**src/rtl/seg_scan_driver.sv**
```systemverilog
// seg_scan_driver: multi-digit seven-segment scanning driver.
// Holds a frame of 5-bit digit codes and time-multiplexes the shared
// active-low cathode bus across NUM_DIGITS active-low anodes. New frames are
// swapped in only at the frame wrap, so a frame is never shown half old and
// half new. Also provides leading-zero blanking, per-digit decimal points and
// a short all-anodes-off gap at each slot start to suppress ghosting.
module seg_scan_driver #(
    parameter int NUM_DIGITS   = 4,
    parameter int CLK_DIV      = 100000,
    parameter int BLANK_CYCLES = 1
) (
    input  logic                      clk,
    input  logic                      rst_n,
    input  logic [5*NUM_DIGITS-1:0]   digits,
    input  logic [NUM_DIGITS-1:0]     dp_en,
    input  logic                      load,
    input  logic                      lzb_en,
    output logic [NUM_DIGITS-1:0]     an,
    output logic [6:0]                seg,
    output logic                      dp,
    output logic                      frame_done
);

    localparam int CNT_W = $clog2(CLK_DIV);
    localparam int IDX_W = (NUM_DIGITS > 1) ? $clog2(NUM_DIGITS) : 1;

    localparam logic [CNT_W-1:0] CNT_LAST = CNT_W'(CLK_DIV - 1);
    localparam logic [CNT_W-1:0] BLANK_C  = CNT_W'(BLANK_CYCLES);
    localparam logic [IDX_W-1:0] IDX_LAST = IDX_W'(NUM_DIGITS - 1);
    localparam logic [4:0]       CODE_BLANK = 5'd16;

    logic [CNT_W-1:0] cnt;
    logic [IDX_W-1:0] idx;
    logic             boundary;

    // Displayed frame and the staged frame waiting for the next wrap.
    logic [4:0]            active_code [NUM_DIGITS];
    logic [NUM_DIGITS-1:0] active_dp;
    logic [4:0]            pend_code   [NUM_DIGITS];
    logic [NUM_DIGITS-1:0] pend_dp;
    logic                  pend_v;

    logic [NUM_DIGITS-1:0] blank_mask;
    logic                  zero_run;
    logic [NUM_DIGITS-1:0] an_next;
    logic [6:0]            seg_next;
    logic                  dp_next;

    function automatic logic [6:0] decode_seg(input logic [4:0] code);
        logic [6:0] s;
        case (code)
            5'd0:    s = 7'b0000001;
            5'd1:    s = 7'b1001111;
            5'd2:    s = 7'b0010010;
            5'd3:    s = 7'b0000110;
            5'd4:    s = 7'b1001100;
            5'd5:    s = 7'b0100100;
            5'd6:    s = 7'b0100000;
            5'd7:    s = 7'b0001111;
            5'd8:    s = 7'b0000000;
            5'd9:    s = 7'b0000100;
            5'd10:   s = 7'b0001000;
            5'd11:   s = 7'b1100000;
            5'd12:   s = 7'b0110001;
            5'd13:   s = 7'b1000010;
            5'd14:   s = 7'b0110000;
            5'd15:   s = 7'b0111000;
            5'd17:   s = 7'b1111110;
            default: s = 7'b1111111;
        endcase
        return s;
    endfunction

    assign boundary = (idx == IDX_LAST) && (cnt == CNT_LAST);

    // Slot timer and digit index; idx steps at the end of every slot.
    // NOTE: sequential state uses non-blocking (<=) so every register samples
    // pre-edge values regardless of statement order.
    always_ff @(posedge clk) begin
        if (!rst_n) begin
            cnt <= '0;
            idx <= '0;
        end else if (cnt == CNT_LAST) begin
            cnt <= '0;
            idx <= (idx == IDX_LAST) ? '0 : idx + 1'b1;
        end else begin
            cnt <= cnt + 1'b1;
        end
    end

    // Frame-synchronous update: loads are staged and promoted only at the wrap.
    // NOTE: the code storage is reset explicitly because the display must come
    // up blank, not with whatever the flops power up holding.
    always_ff @(posedge clk) begin
        if (!rst_n) begin
            for (int i = 0; i < NUM_DIGITS; i++) begin
                active_code[i] <= CODE_BLANK;
                pend_code[i]   <= CODE_BLANK;
            end
            active_dp <= '0;
            pend_dp   <= '0;
            pend_v    <= 1'b0;
        end else if (boundary && load) begin
            for (int i = 0; i < NUM_DIGITS; i++)
                active_code[i] <= digits[5*i +: 5];
            active_dp <= dp_en;
            pend_v    <= 1'b0;
        end else if (boundary && pend_v) begin
            for (int i = 0; i < NUM_DIGITS; i++)
                active_code[i] <= pend_code[i];
            active_dp <= pend_dp;
            pend_v    <= 1'b0;
        end else if (load) begin
            for (int i = 0; i < NUM_DIGITS; i++)
                pend_code[i] <= digits[5*i +: 5];
            pend_dp <= dp_en;
            pend_v  <= 1'b1;
        end
    end

    // Leading-zero mask: blank from the top digit down until a non-zero code.
    // NOTE: every combinational output is given a default first so no path
    // leaves it unassigned and no latch is inferred.
    always_comb begin
        blank_mask = '0;
        zero_run   = lzb_en;
        for (int i = NUM_DIGITS - 1; i >= 1; i--) begin
            if (zero_run && (active_code[i] == 5'd0))
                blank_mask[i] = 1'b1;
            else
                zero_run = 1'b0;
        end
    end

    // Next-cycle pin values for the digit currently being scanned.
    always_comb begin
        an_next  = '1;
        seg_next = 7'b1111111;
        dp_next  = 1'b1;
        if (cnt >= BLANK_C)
            an_next = ~(NUM_DIGITS'(1) << idx);
        if (!blank_mask[idx]) begin
            seg_next = decode_seg(active_code[idx]);
            dp_next  = ~active_dp[idx];
        end
    end

    // Registered pin drivers so the board sees glitch-free anode/cathode lines.
    always_ff @(posedge clk) begin
        if (!rst_n) begin
            an         <= '1;
            seg        <= 7'b1111111;
            dp         <= 1'b1;
            frame_done <= 1'b0;
        end else begin
            an         <= an_next;
            seg        <= seg_next;
            dp         <= dp_next;
            frame_done <= boundary;
        end
    end

endmodule
```
**config.mk**
```make
export PLATFORM = sky130hd
export DESIGN_NAME = seg_scan_driver
export DESIGN_NICKNAME = d
export VERILOG_FILES = /design/src/rtl/seg_scan_driver.sv
export SDC_FILE = /design/constraint.sdc
export NUM_CORES = 1
export LEC_CHECK = 0
export CORE_ASPECT_RATIO = 1.1
export CORE_MARGIN = 5
export CORE_UTILIZATION = 55
export CTS_CLUSTER_DIAMETER = 100
export DETAILED_ROUTE_END_ITERATION = 7
export PLACE_DENSITY = 0.81
export SLEW_MARGIN = 10
export SYNTH_ARGS = -nofsm -noshare
export SYNTH_HDL_FRONTEND = slang
export SYNTH_SLANG_ARGS = --single-unit
```
**constraint.sdc**
```tcl
create_clock -name clk -period 4.05 [get_ports clk]
set_input_delay 0.81 -clock clk [delete_from_list [all_inputs] [get_ports clk]]
set_output_delay 0.81 -clock clk [all_outputs]
set_load 0.01 [all_outputs]
```
==> results.txt <==
----------------------------------------------------
[Outcome]
  Run status ... finished clean

[Timing]
  Final min period ... 2700 ps
  Max transition margin ... 31.5%
  Number of hold violations in the final report ... 0
  Maximum clock rate ... 371 MHz
  Final Skew ... 7.16 ps
  Number of pins exceeding their max-slew limit in the final report ... 0
  Ratio of final minimum period to clock period ... 66.6%
  Setup total negative slack ... 0 ps
  Worst-Margin Slew ... 1020 ps
  Final setup violation count ... 0
  RSZ-0062 raised after global routing ... false

[Clock network]
  CTS Hold Buffers Added ... 0
  Sink Count ... 83
  Post-CTS resize count ... 0
  Clock root buffer ... clkbuf_8
  Max Buffers Root-to-Sink ... 2
  Number of buffers inserted by post-CTS setup repair ... 0
  Total number of H-tree levels ... 3
  TritonCTS buffer count ... 9
  TritonCTS clock tree ... done
  Post-CTS clock slew at the launch and capture registers of the worst setup and hold paths ... 80 ps
  Source-to-sink clock delay at the later pin of the worst-skew pair ... 350 ps

[Critical path]
  Required time of the critical path ... 4090 ps
  Most common cell type on the critical path ... buf_4
  Data arrival at the endpoint of the critical path ... 2730 ps
  Critical Path Fanout Max ... 23
  Delay of the slowest cell on the worst path ... 450 ps
  Type of element launching the critical path ... input port
  Worst path slowest cell ... clkdlybuf4s50_1
  Cell chain of the critical path ... clkdlybuf4s50_1, buf_4, clkinv_1, a31oi_2, nand2b_1, buf_4
  Setup CP Type ... in2reg
  Nature of the critical path endpoint ... flop

[Synth]
  Netlist area before placement ... 3840 µm²
  Fraction of the yosys area taken by sequential cells ... 53.7%
  Most frequently used flop master after synthesis ... dfxtp_1
  Count of flip-flops with a built-in enable after synthesis ... 40
  Number of distinct library cell variants in the gate-level netlist after synthesis ... 53
  Avg Inst Size Synth ... 10.2 µm²
  Synth warnings ... 0
  Post-synthesis cell count ... 375
  Ys async rst share ... 0%
  Number of storage elements in the synthesis netlist ... 83
  Syn nets ... 415

[Layout]
  Net count reported at finish ... 453
  Area Overhead vs Synth ... 16.1%
  Antenna diodes ... 0
  Share of final-layout standard cells stronger than drive strength 1 ... 8.37%

[Floorplan]
  Total die area ... 8750 µm²
  Initial core utilization ... 55.4%
  Num rows ... 32
  Width of the die ... 89.7 µm
  Area of the core region ... 6930 µm²
  Io pins ... 41
  Die Y ... 97.6 µm

[Place]
  PortBufs ... 40
  GP Congestion ... 0.837
  Post-DP HPWL ... 5.65 mm

[Drt]
  1st-iter DRT viols ... 223
  Final routed wirelength across all metal layers ... 7.82 mm
  DRT Pass-1 Iters ... 4
  Detail-routed net length per standard cell ... 15.5 µm
  DRC ... 0
  Vias per Instance ... 5.78
  Antenna-violating nets left ... 0
  Routed via count ... 2909

[Global route]
  First-pass GRT wire length ... 13.1 mm
  Total global routing track utilization ... 19.3%
  Via count of the first global-routing pass ... 2762
  Pin count of the biggest net entering global routing ... 24
  Number of antenna violations at the first check in global routing ... 0
  Grt ovf ... 0

[Min path]
  Hold/Removal Path Class ... reg2reg

[Power]
  Worst IR Drop VDD ... 0.296 mV
  Leakage power summed over all cells ... 1.53 nW
  Total Power Consumption ... 1.54 mW
  Power density normalized to cell area ... 346 nW/µm²

[Job]
  Max-Cap Viols ... 0

----------------------------------------------------
==> layout make-up <==
| cell class | count | area, µm² |
|---|---|---|
| inverter | 17 | 63.8 |
| fill | 548 | 2470 |
| timing repair buffer | 44 | 430 |
| multi-input combinational | 258 | 1640 |
| tap | 85 | 106 |
| clock buffer | 9 | 124 |
| sequential | 83 | 2060 |
| clock inverter | 7 | 35.0 |
==> where the power goes <==
| part | internal, mW | switching (mW) | leakage (nW) |
|---|---|---|---|
| Combinational | 0.0562 | 0.0640 | 0.690 |
| Sequential | 0.906 | 0.0133 | 0.751 |
| Clock | 0.214 | 0.289 | 0.0853 |
| Total | 1.18 | 0.366 | 1.53 |
==> registers in the layout, summed over array words and instances (netlist names), 2 cells and up, named ones only <==
| name | cells |
|---|---|
| cnt | 17 |
| idx | 2 |
| seg | 7 |
| an | 4 |
| pend_dp | 4 |
| pend_code | 20 |
| active_code | 20 |
| active_dp | 4 |
==> cells in the mapped netlist (all sizes together), types with 2 or more instances <==
| library cell | number | area, µm² |
|---|---|---|
| xor2 | 3 | 26.3 |
| a22oi | 3 | 22.5 |
| nor3b | 2 | 15.0 |
| o31ai | 2 | 20.0 |
| mux2i | 7 | 70.1 |
| nand3b | 2 | 15.0 |
| clkbuf | 7 | 26.3 |
| or3 | 9 | 56.3 |
| nor3 | 6 | 30.0 |
| nand4 | 8 | 56.3 |
| and2 | 3 | 18.8 |
| o21ai | 12 | 60.1 |
| a21oi | 27 | 135 |
| a31o | 2 | 17.5 |
| nor2b | 3 | 18.8 |
| nand2b | 2 | 12.5 |
| xnor2 | 7 | 61.3 |
| buf | 10 | 53.8 |
| ha | 12 | 150 |
| edfxtp | 40 | 1200 |
| o32ai | 3 | 26.3 |
| nor4 | 9 | 62.6 |
| nor2 | 33 | 124 |
| dfxtp | 43 | 861 |
| a31oi | 2 | 18.8 |
| a41oi | 2 | 17.5 |
| o22ai | 5 | 31.3 |
| nand3 | 11 | 65.1 |
| clkinv | 2 | 7.51 |
| and4 | 2 | 17.5 |
| nand2 | 61 | 231 |
| inv | 15 | 56.3 |
| or4 | 3 | 30.0 |
| and3 | 3 | 18.8 |
| mux4 | 6 | 135 |
==> cells by family after synthesis <==
logic type	synth area share (%)
muxes	5.64
adders and majority gates	3.91
buffers and inverters	3.75
DFF	53.7
AOI/OAI and AO/OA	10.4
and+or+nand+nor	20.3
xor gates and xnor gates	2.28
==> worst paths after layout <==
kind	start	endpoint	slack, ps	cells after the start
worst max-delay path	load	pend_code[0][2]	1350	6
worst max register to register	cnt[11]	active_code[1][3]	1560	4
worst min register to register	pend_dp[1]	pend_dp[1]	470	2
worst min-delay path	pend_dp[1]	pend_dp[1]	470	2
==> critical path: cells and delay by family <==
family,cells,cell delay (ps)
AO/OA/AOI/OAI,1,430
AND/OR/NAND/NOR,1,180
buffers and inverters,4,1290
==> through the flow <==
| step | std cells | cell area [µm²] | setup slack [ps] | hold slack, ps | util (%) |
|---|---|---|---|---|---|
| 3_5_place_dp | 487 | 4300 | 1050 | 461 | 62.0 |
| 2_1_floorplan | 375 | 3840 | 1620 | 434 | - |
| 6_report | 503 | 4460 | 1350 | 469 | 64.4 |
| 4_1_cts | 503 | 4460 | 1390 | 470 | 64.3 |
| 5_1_grt | 503 | 4460 | 1240 | 510 | 64.4 |
| 3_3_place_gp | 487 | 4300 | 1090 | 451 | 62.0 |
==> layer usage <==
metal  routed length, µm  vias to the layer above  track usage [%]
met5                   0                        -                0
met4                 178                        0             7.79
met3                 506                       12             3.90
met2                3700                       94             29.0
met1                3440                     1372             27.0
li1                    -                     1431                -
==> layout by cell type, fill, tap and decap left out, drive strengths merged, types with 6 or more instances in the layout <==
master         instances
edfxtp                40
xnor2                  7
o21ai                 12
inv                   15
clkinv                 9
clkbuf                 9
mux4                   6
nand2                 61
mux2i                  7
nor4                   9
nor3                   6
clkdlybuf4s50         40
nor2                  33
dfxtp                 43
or3                    9
nand4                  8
ha                    12
a21oi                 27
nand3                 11
Power figures use the tool's default switching activity.
